### config.mk
export PLATFORM = sky130hd
export DESIGN_NAME = sc_countdown_arbiter
export DESIGN_NICKNAME = d
export VERILOG_FILES = /design/src/rtl/sc_countdown_arbiter.sv
export SDC_FILE = /design/constraint.sdc
export NUM_CORES = 1
export LEC_CHECK = 0
export ABC_AREA = 1
export CORE_UTILIZATION = 53
export CTS_CLUSTER_DIAMETER = 100
export CTS_CLUSTER_SIZE = 28
export DETAILED_ROUTE_END_ITERATION = 6
export GPL_ROUTABILITY_DRIVEN = 0
export GPL_TIMING_DRIVEN = 0
export HOLD_SLACK_MARGIN = 0.02
export PLACE_DENSITY = 0.84
export SLEW_MARGIN = 0
export SYNTH_ARGS = -nofsm -noshare
export SYNTH_HDL_FRONTEND = slang
export SYNTH_SLANG_ARGS = --single-unit
### constraint.sdc
create_clock -name SC_COUNTDOWN_ARBITER_CLOCK_50 -period 2.4 [get_ports SC_COUNTDOWN_ARBITER_CLOCK_50]
set_clock_uncertainty 0.1 [all_clocks]
set_input_delay 0.24 -clock SC_COUNTDOWN_ARBITER_CLOCK_50 [delete_from_list [all_inputs] [get_ports SC_COUNTDOWN_ARBITER_CLOCK_50]]
set_output_delay 0.24 -clock SC_COUNTDOWN_ARBITER_CLOCK_50 [all_outputs]
set_load 0.02 [all_outputs]
### src/rtl/sc_countdown_arbiter.sv
// sc_countdown_arbiter
// Two-requester round-robin arbiter that owns a single 3-bit countdown.
// A winning request loads the counter from its own load bus. The counter then
// decrements once every TICK_DIV cycles until it reaches zero, and the owner
// is told via one-cycle grant and done pulses. Requests are only looked at
// while the block is idle, so an active countdown can never be pre-empted.

module sc_countdown_arbiter #(
    parameter int TICK_DIV  = 4,   // RUN cycles per decrement, legal 1..16
    parameter int DATAWIDTH = 3    // count width, fixed at 3 for this block
) (
    input  logic                 SC_COUNTDOWN_ARBITER_CLOCK_50,
    input  logic                 SC_COUNTDOWN_ARBITER_RESET_InHigh,
    input  logic                 SC_COUNTDOWN_ARBITER_req0_In,
    input  logic                 SC_COUNTDOWN_ARBITER_req1_In,
    input  logic [DATAWIDTH-1:0] SC_COUNTDOWN_ARBITER_load0_InBUS,
    input  logic [DATAWIDTH-1:0] SC_COUNTDOWN_ARBITER_load1_InBUS,
    output logic                 SC_COUNTDOWN_ARBITER_grant0_Out,
    output logic                 SC_COUNTDOWN_ARBITER_grant1_Out,
    output logic                 SC_COUNTDOWN_ARBITER_done0_Out,
    output logic                 SC_COUNTDOWN_ARBITER_done1_Out,
    output logic                 SC_COUNTDOWN_ARBITER_busy_Out,
    output logic [DATAWIDTH-1:0] SC_COUNTDOWN_ARBITER_count_OutBUS,
    output logic                 SC_COUNTDOWN_ARBITER_zero_OutLow
);

    // The prescaler only has to reach TICK_DIV-1 <= 15.
    localparam int PRESCALE_W = 4;
    localparam logic [PRESCALE_W-1:0] PRESCALE_LAST = PRESCALE_W'(TICK_DIV - 1);

    typedef enum logic [1:0] {
        IDLE = 2'd0,
        RUN  = 2'd1,
        DONE = 2'd2
    } stateT;

    stateT                 state;
    logic [DATAWIDTH-1:0]  count;
    logic [PRESCALE_W-1:0] prescaler;
    logic                  owner;       // requester that holds the countdown
    logic                  lastServed;  // round-robin pointer
    logic                  grant0;
    logic                  grant1;
    logic                  done0;
    logic                  done1;
    logic                  busy;

    logic                  anyReq;
    logic                  winner;
    logic [DATAWIDTH-1:0]  winnerLoad;

    // Arbitration: a lone request wins outright; on a tie the requester that
    // was not served most recently wins.
    always_comb begin
        // NOTE: every always_comb output gets a default first, so no path can
        // leave it unassigned and infer a latch.
        winner = 1'b0;
        if (SC_COUNTDOWN_ARBITER_req0_In && SC_COUNTDOWN_ARBITER_req1_In) begin
            winner = ~lastServed;
        end else if (SC_COUNTDOWN_ARBITER_req1_In) begin
            winner = 1'b1;
        end
    end

    assign anyReq     = SC_COUNTDOWN_ARBITER_req0_In | SC_COUNTDOWN_ARBITER_req1_In;
    assign winnerLoad = winner ? SC_COUNTDOWN_ARBITER_load1_InBUS
                               : SC_COUNTDOWN_ARBITER_load0_InBUS;

    // Control FSM with counter, prescaler and registered pulse outputs.
    always_ff @(posedge SC_COUNTDOWN_ARBITER_CLOCK_50) begin
        // NOTE: state registers use non-blocking assignments so every flop
        // samples pre-edge values, independent of statement order.
        if (SC_COUNTDOWN_ARBITER_RESET_InHigh) begin
            state      <= IDLE;
            count      <= '0;
            prescaler  <= '0;
            owner      <= 1'b0;
            lastServed <= 1'b1;
            grant0     <= 1'b0;
            grant1     <= 1'b0;
            done0      <= 1'b0;
            done1      <= 1'b0;
            busy       <= 1'b0;
        end else begin
            // Pulses last one cycle unless a branch below re-asserts them.
            grant0 <= 1'b0;
            grant1 <= 1'b0;
            done0  <= 1'b0;
            done1  <= 1'b0;

            case (state)
                IDLE: begin
                    if (anyReq) begin
                        count     <= winnerLoad;
                        prescaler <= '0;
                        owner     <= winner;
                        grant0    <= ~winner;
                        grant1    <= winner;
                        busy      <= 1'b1;
                        if (winnerLoad == '0) begin
                            // Nothing to count: grant and done coincide.
                            state <= DONE;
                            done0 <= ~winner;
                            done1 <= winner;
                        end else begin
                            state <= RUN;
                        end
                    end
                end

                RUN: begin
                    if (prescaler == PRESCALE_LAST) begin
                        prescaler <= '0;
                        if (count != '0) begin
                            count <= count - 1'b1;
                        end
                        // The decrement that reaches zero ends the run.
                        if (count <= DATAWIDTH'(1)) begin
                            state <= DONE;
                            done0 <= ~owner;
                            done1 <= owner;
                        end
                    end else begin
                        prescaler <= prescaler + 1'b1;
                    end
                end

                DONE: begin
                    lastServed <= owner;
                    busy       <= 1'b0;
                    state      <= IDLE;
                end

                default: begin
                    state <= IDLE;
                    busy  <= 1'b0;
                end
            endcase
        end
    end

    assign SC_COUNTDOWN_ARBITER_grant0_Out   = grant0;
    assign SC_COUNTDOWN_ARBITER_grant1_Out   = grant1;
    assign SC_COUNTDOWN_ARBITER_done0_Out    = done0;
    assign SC_COUNTDOWN_ARBITER_done1_Out    = done1;
    assign SC_COUNTDOWN_ARBITER_busy_Out     = busy;
    assign SC_COUNTDOWN_ARBITER_count_OutBUS = count;
    assign SC_COUNTDOWN_ARBITER_zero_OutLow  = (count != '0);

endmodule

==> qor.yml <==
status: "finished, final reports clean"
worstRegToRegCells: 8
cts_resized: 0
post_drt_wl_per_cell_um: 11.10
grt.met3_usage_pct: 4.167
clk_pin_slew_worst_paths_ns: 0.09
drtIter0Drc: 37
instances_no_fill: 168
grt.total_usage_pct: 22.83
fillCellCount: 126
grt_pass1_wl_um: 3236
initial_core_util_pct: 58.59
ioPinCount: 19
drtAntennaViolNets: 0
syn2layout_area_growth_pct: 24.38
maxCapViolCount: 0
wl_um: 1864
cp_max_fo: 5
synth_seq_cells: 16
port_buffers: 18
synth_nets: 145
finalSetupViolCount: 0
grt_use_met1_pct: 30.75
crit_buf_inv: 2
slew_violations: 0
worstMarginPinSlew_ns: 0.2533
hp-start: "SC_COUNTDOWN_ARBITER_busy_Out"
fin_crit_ns: 2.100
cts_setup_buffers: 0
layout_setup_ws_ns: 0.2998
cts_made_buffers: 3
relSlewSlack_pct: 83.05
setup-tns-final_ns: 0
placedCellCount: 165
reg2reg_slack_ns: 0.94
core_um2: 1559
arrival_ns: 1.76
dr.pass1.iters: 4
overflow: 0
via_per_inst: 5.131
critPathRequiredTime_ns: 2.06
end_kind: "output pin"
clock_sinks: 16
hold_path_end: "SC_COUNTDOWN_ARBITER_busy_Out"
slowest_delay_ns: 0.62
hold_viol: 0
max-clock-path-buffers: 2
rr_startpoint: "SC_COUNTDOWN_ARBITER_count_OutBUS[0]"
synthCells: 131
rsz0062_at_grt: "false"
vias: 862
ctsRootBufferMaster: "clkbuf_4"
postCtsHoldBufs: 0
crit_chain: "inv_1 > ha_1 > nand2_1 > clkdlybuf4s50_1"
timing.fmax_mhz: 476.1
critical-path-top-delay-family: "buffers and inverters"
cpMaxStageDelayCell: "clkdlybuf4s50_1"
n_antenna_cell: 0
syn_area_um2: 913.4
die-area_um2: 1894
use_met2_pct: 35.45
worstSetupPathType: "reg2out"
powerDensity_nw_per_um2: 1003
grt_max_degree: 11
htree_num_levels: 1
place_hpwl_um: 1428
drive_gt1_share_pct: 12.50
ys.warnings.count: 0
avgSynthCellArea_um2: 6.972
die_y_um: 43.52
drc: 0
p_leak_nw: 0.5343
dp_slack_ns: 0.6251
finalCritPeriodShare_pct: 87.51
cts_tree: "done"
synth_cell_types: 24
yosysSeqAreaShare_pct: 35.07
clk_latency_ns: 0.29
antenna_found_initial: 0
whs_path_depth: 2
fp-row-count: 14
busiest_layer: "met2"
worst_r2r_endpoint: "SC_COUNTDOWN_ARBITER_count_OutBUS[1]"
grt_pass1_vias: 756
ir_worst_vdd_mv: 0.6919
final_nets: 168
worstSetupStartpointType: "flop"
die-width_um: 43.52
min_path_type: "reg2reg"
==> through the flow <==
step	util, %	power, W	hold WS (ns)	area [um2]
floorplan	-	0.0008161	0.3020	913.4
global placement	71.43	0.0009861	0.3394	1114
detailed placement	71.43	0.0009987	0.3430	1114
CTS	72.87	0.001142	0.3587	1136
global route	72.87	0.001229	0.3956	1136
finish	72.87	0.001140	0.3594	1136
==> cells in the mapped netlist <==
cell	number	share of area, %
a21oi_1	8	4.4
a21oi_2	1	0.96
buf_4	1	0.82
buf_6	1	1.2
clkinv_4	1	0.96
dfxtp_1	16	35
ha_1	4	5.5
inv_1	20	8.2
inv_2	2	0.82
nand2_1	29	12
nand2_2	1	0.69
nand2_4	3	3.7
nand3_1	8	4.4
nand3_2	2	2.2
nand3b_1	1	0.82
nand4_1	5	3.4
nor2_1	16	6.6
nor2_2	1	0.69
nor3_1	1	0.55
nor3_2	2	2.2
o21ai_0	4	2.2
o21ai_1	2	1.1
or2_2	1	0.69
xnor2_1	1	0.96
==> layer usage <==
metal  share of wire [%]  routed length (um)  vias up
met2                  47                 870       17
met4                 1.5                  28        0
li1                    -                   -      460
met5                   0                   0        -
met1                  48                 892      380
met3                 3.9                  72        5
==> how the worst max path moves through the flow <==
stage	startpoint	end	slack (ns)	cells after the start
detailed placement	SC_COUNTDOWN_ARBITER_count_OutBUS[0]	SC_COUNTDOWN_ARBITER_zero_OutLow	0.63	4
global route	SC_COUNTDOWN_ARBITER_count_OutBUS[0]	SC_COUNTDOWN_ARBITER_zero_OutLow	0.22	4
global placement	SC_COUNTDOWN_ARBITER_count_OutBUS[0]	SC_COUNTDOWN_ARBITER_zero_OutLow	0.65	4
floorplan	SC_COUNTDOWN_ARBITER_count_OutBUS[0]	SC_COUNTDOWN_ARBITER_count_OutBUS[0]	0.78	8
finish	SC_COUNTDOWN_ARBITER_count_OutBUS[0]	SC_COUNTDOWN_ARBITER_zero_OutLow	0.30	4
CTS	SC_COUNTDOWN_ARBITER_count_OutBUS[0]	SC_COUNTDOWN_ARBITER_zero_OutLow	0.29	4
==> cell type report <==
cell class	count	area, um2	area share [%]
repair buffers	18	180.2	15.86
multi-input cells	90	483.0	42.51
plain buffers	2	18.77	1.652
clock buffers	3	22.52	1.982
well taps	16	20.02	1.762
flip-flops and latches	16	320.3	28.19
inverters	23	91.34	8.040
==> flip-flops by register name, summed over array words and instances, names as in the netlist <==
name	count
prescaler	4
SC_COUNTDOWN_ARBITER_count_OutBUS	3
state	2
SC_COUNTDOWN_ARBITER_busy_Out	1
SC_COUNTDOWN_ARBITER_done0_Out	1
SC_COUNTDOWN_ARBITER_done1_Out	1
SC_COUNTDOWN_ARBITER_grant0_Out	1
SC_COUNTDOWN_ARBITER_grant1_Out	1
lastServed	1
owner	1
==> report_power, final <==
| group | switching (W) | internal, W | total (W) |
|---|---|---|---|
| registers | 0.0000543 | 0.000325 | 0.000379 |
| logic | 0.000369 | 0.000251 | 0.000620 |
| clock network | 0.0000825 | 0.0000584 | 0.000141 |
| total | 0.000506 | 0.000634 | 0.00114 |
==> worst register-to-register path, delay by kind of cell, from the launching register on <==
family	cells	cell delay (ns)
AND/OR/NAND/NOR	6	0.55
flip-flops	1	0.42
adder cells (fa/ha/maj)	1	0.20
buffers and inverters	1	0.10
==> cell families (layout without fill, tap and decap cells) <==
| group | Yosys count | in the layout | synth area share [%] |
|---|---|---|---|
| AOI/OAI and AO/OA | 15 | 15 | 8.631 |
| xor gates and xnor gates | 1 | 1 | 0.9591 |
| adders and majority gates | 4 | 4 | 5.480 |
| buffers and inverters | 25 | 46 | 12.06 |
| DFF | 16 | 16 | 35.07 |
| and+or+nand+nor | 70 | 70 | 37.81 |
==> layout by cell type (no fill, tap or decap) <==
| master | n |
|---|---|
| a21oi_1 | 8 |
| a21oi_2 | 1 |
| buf_4 | 1 |
| buf_6 | 1 |
| clkbuf_4 | 3 |
| clkdlybuf4s50_1 | 18 |
| clkinv_4 | 1 |
| dfxtp_1 | 16 |
| ha_1 | 4 |
| inv_1 | 20 |
| inv_2 | 2 |
| nand2_1 | 29 |
| nand2_2 | 1 |
| nand2_4 | 3 |
| nand3_1 | 8 |
| nand3_2 | 2 |
| nand3b_1 | 1 |
| nand4_1 | 5 |
| nor2_1 | 16 |
| nor2_2 | 1 |
| nor3_1 | 1 |
| nor3_2 | 2 |
| o21ai_0 | 4 |
| o21ai_1 | 2 |
| or2_2 | 1 |
| xnor2_1 | 1 |
No activity file was read; power rests on OpenSTA's default activity.
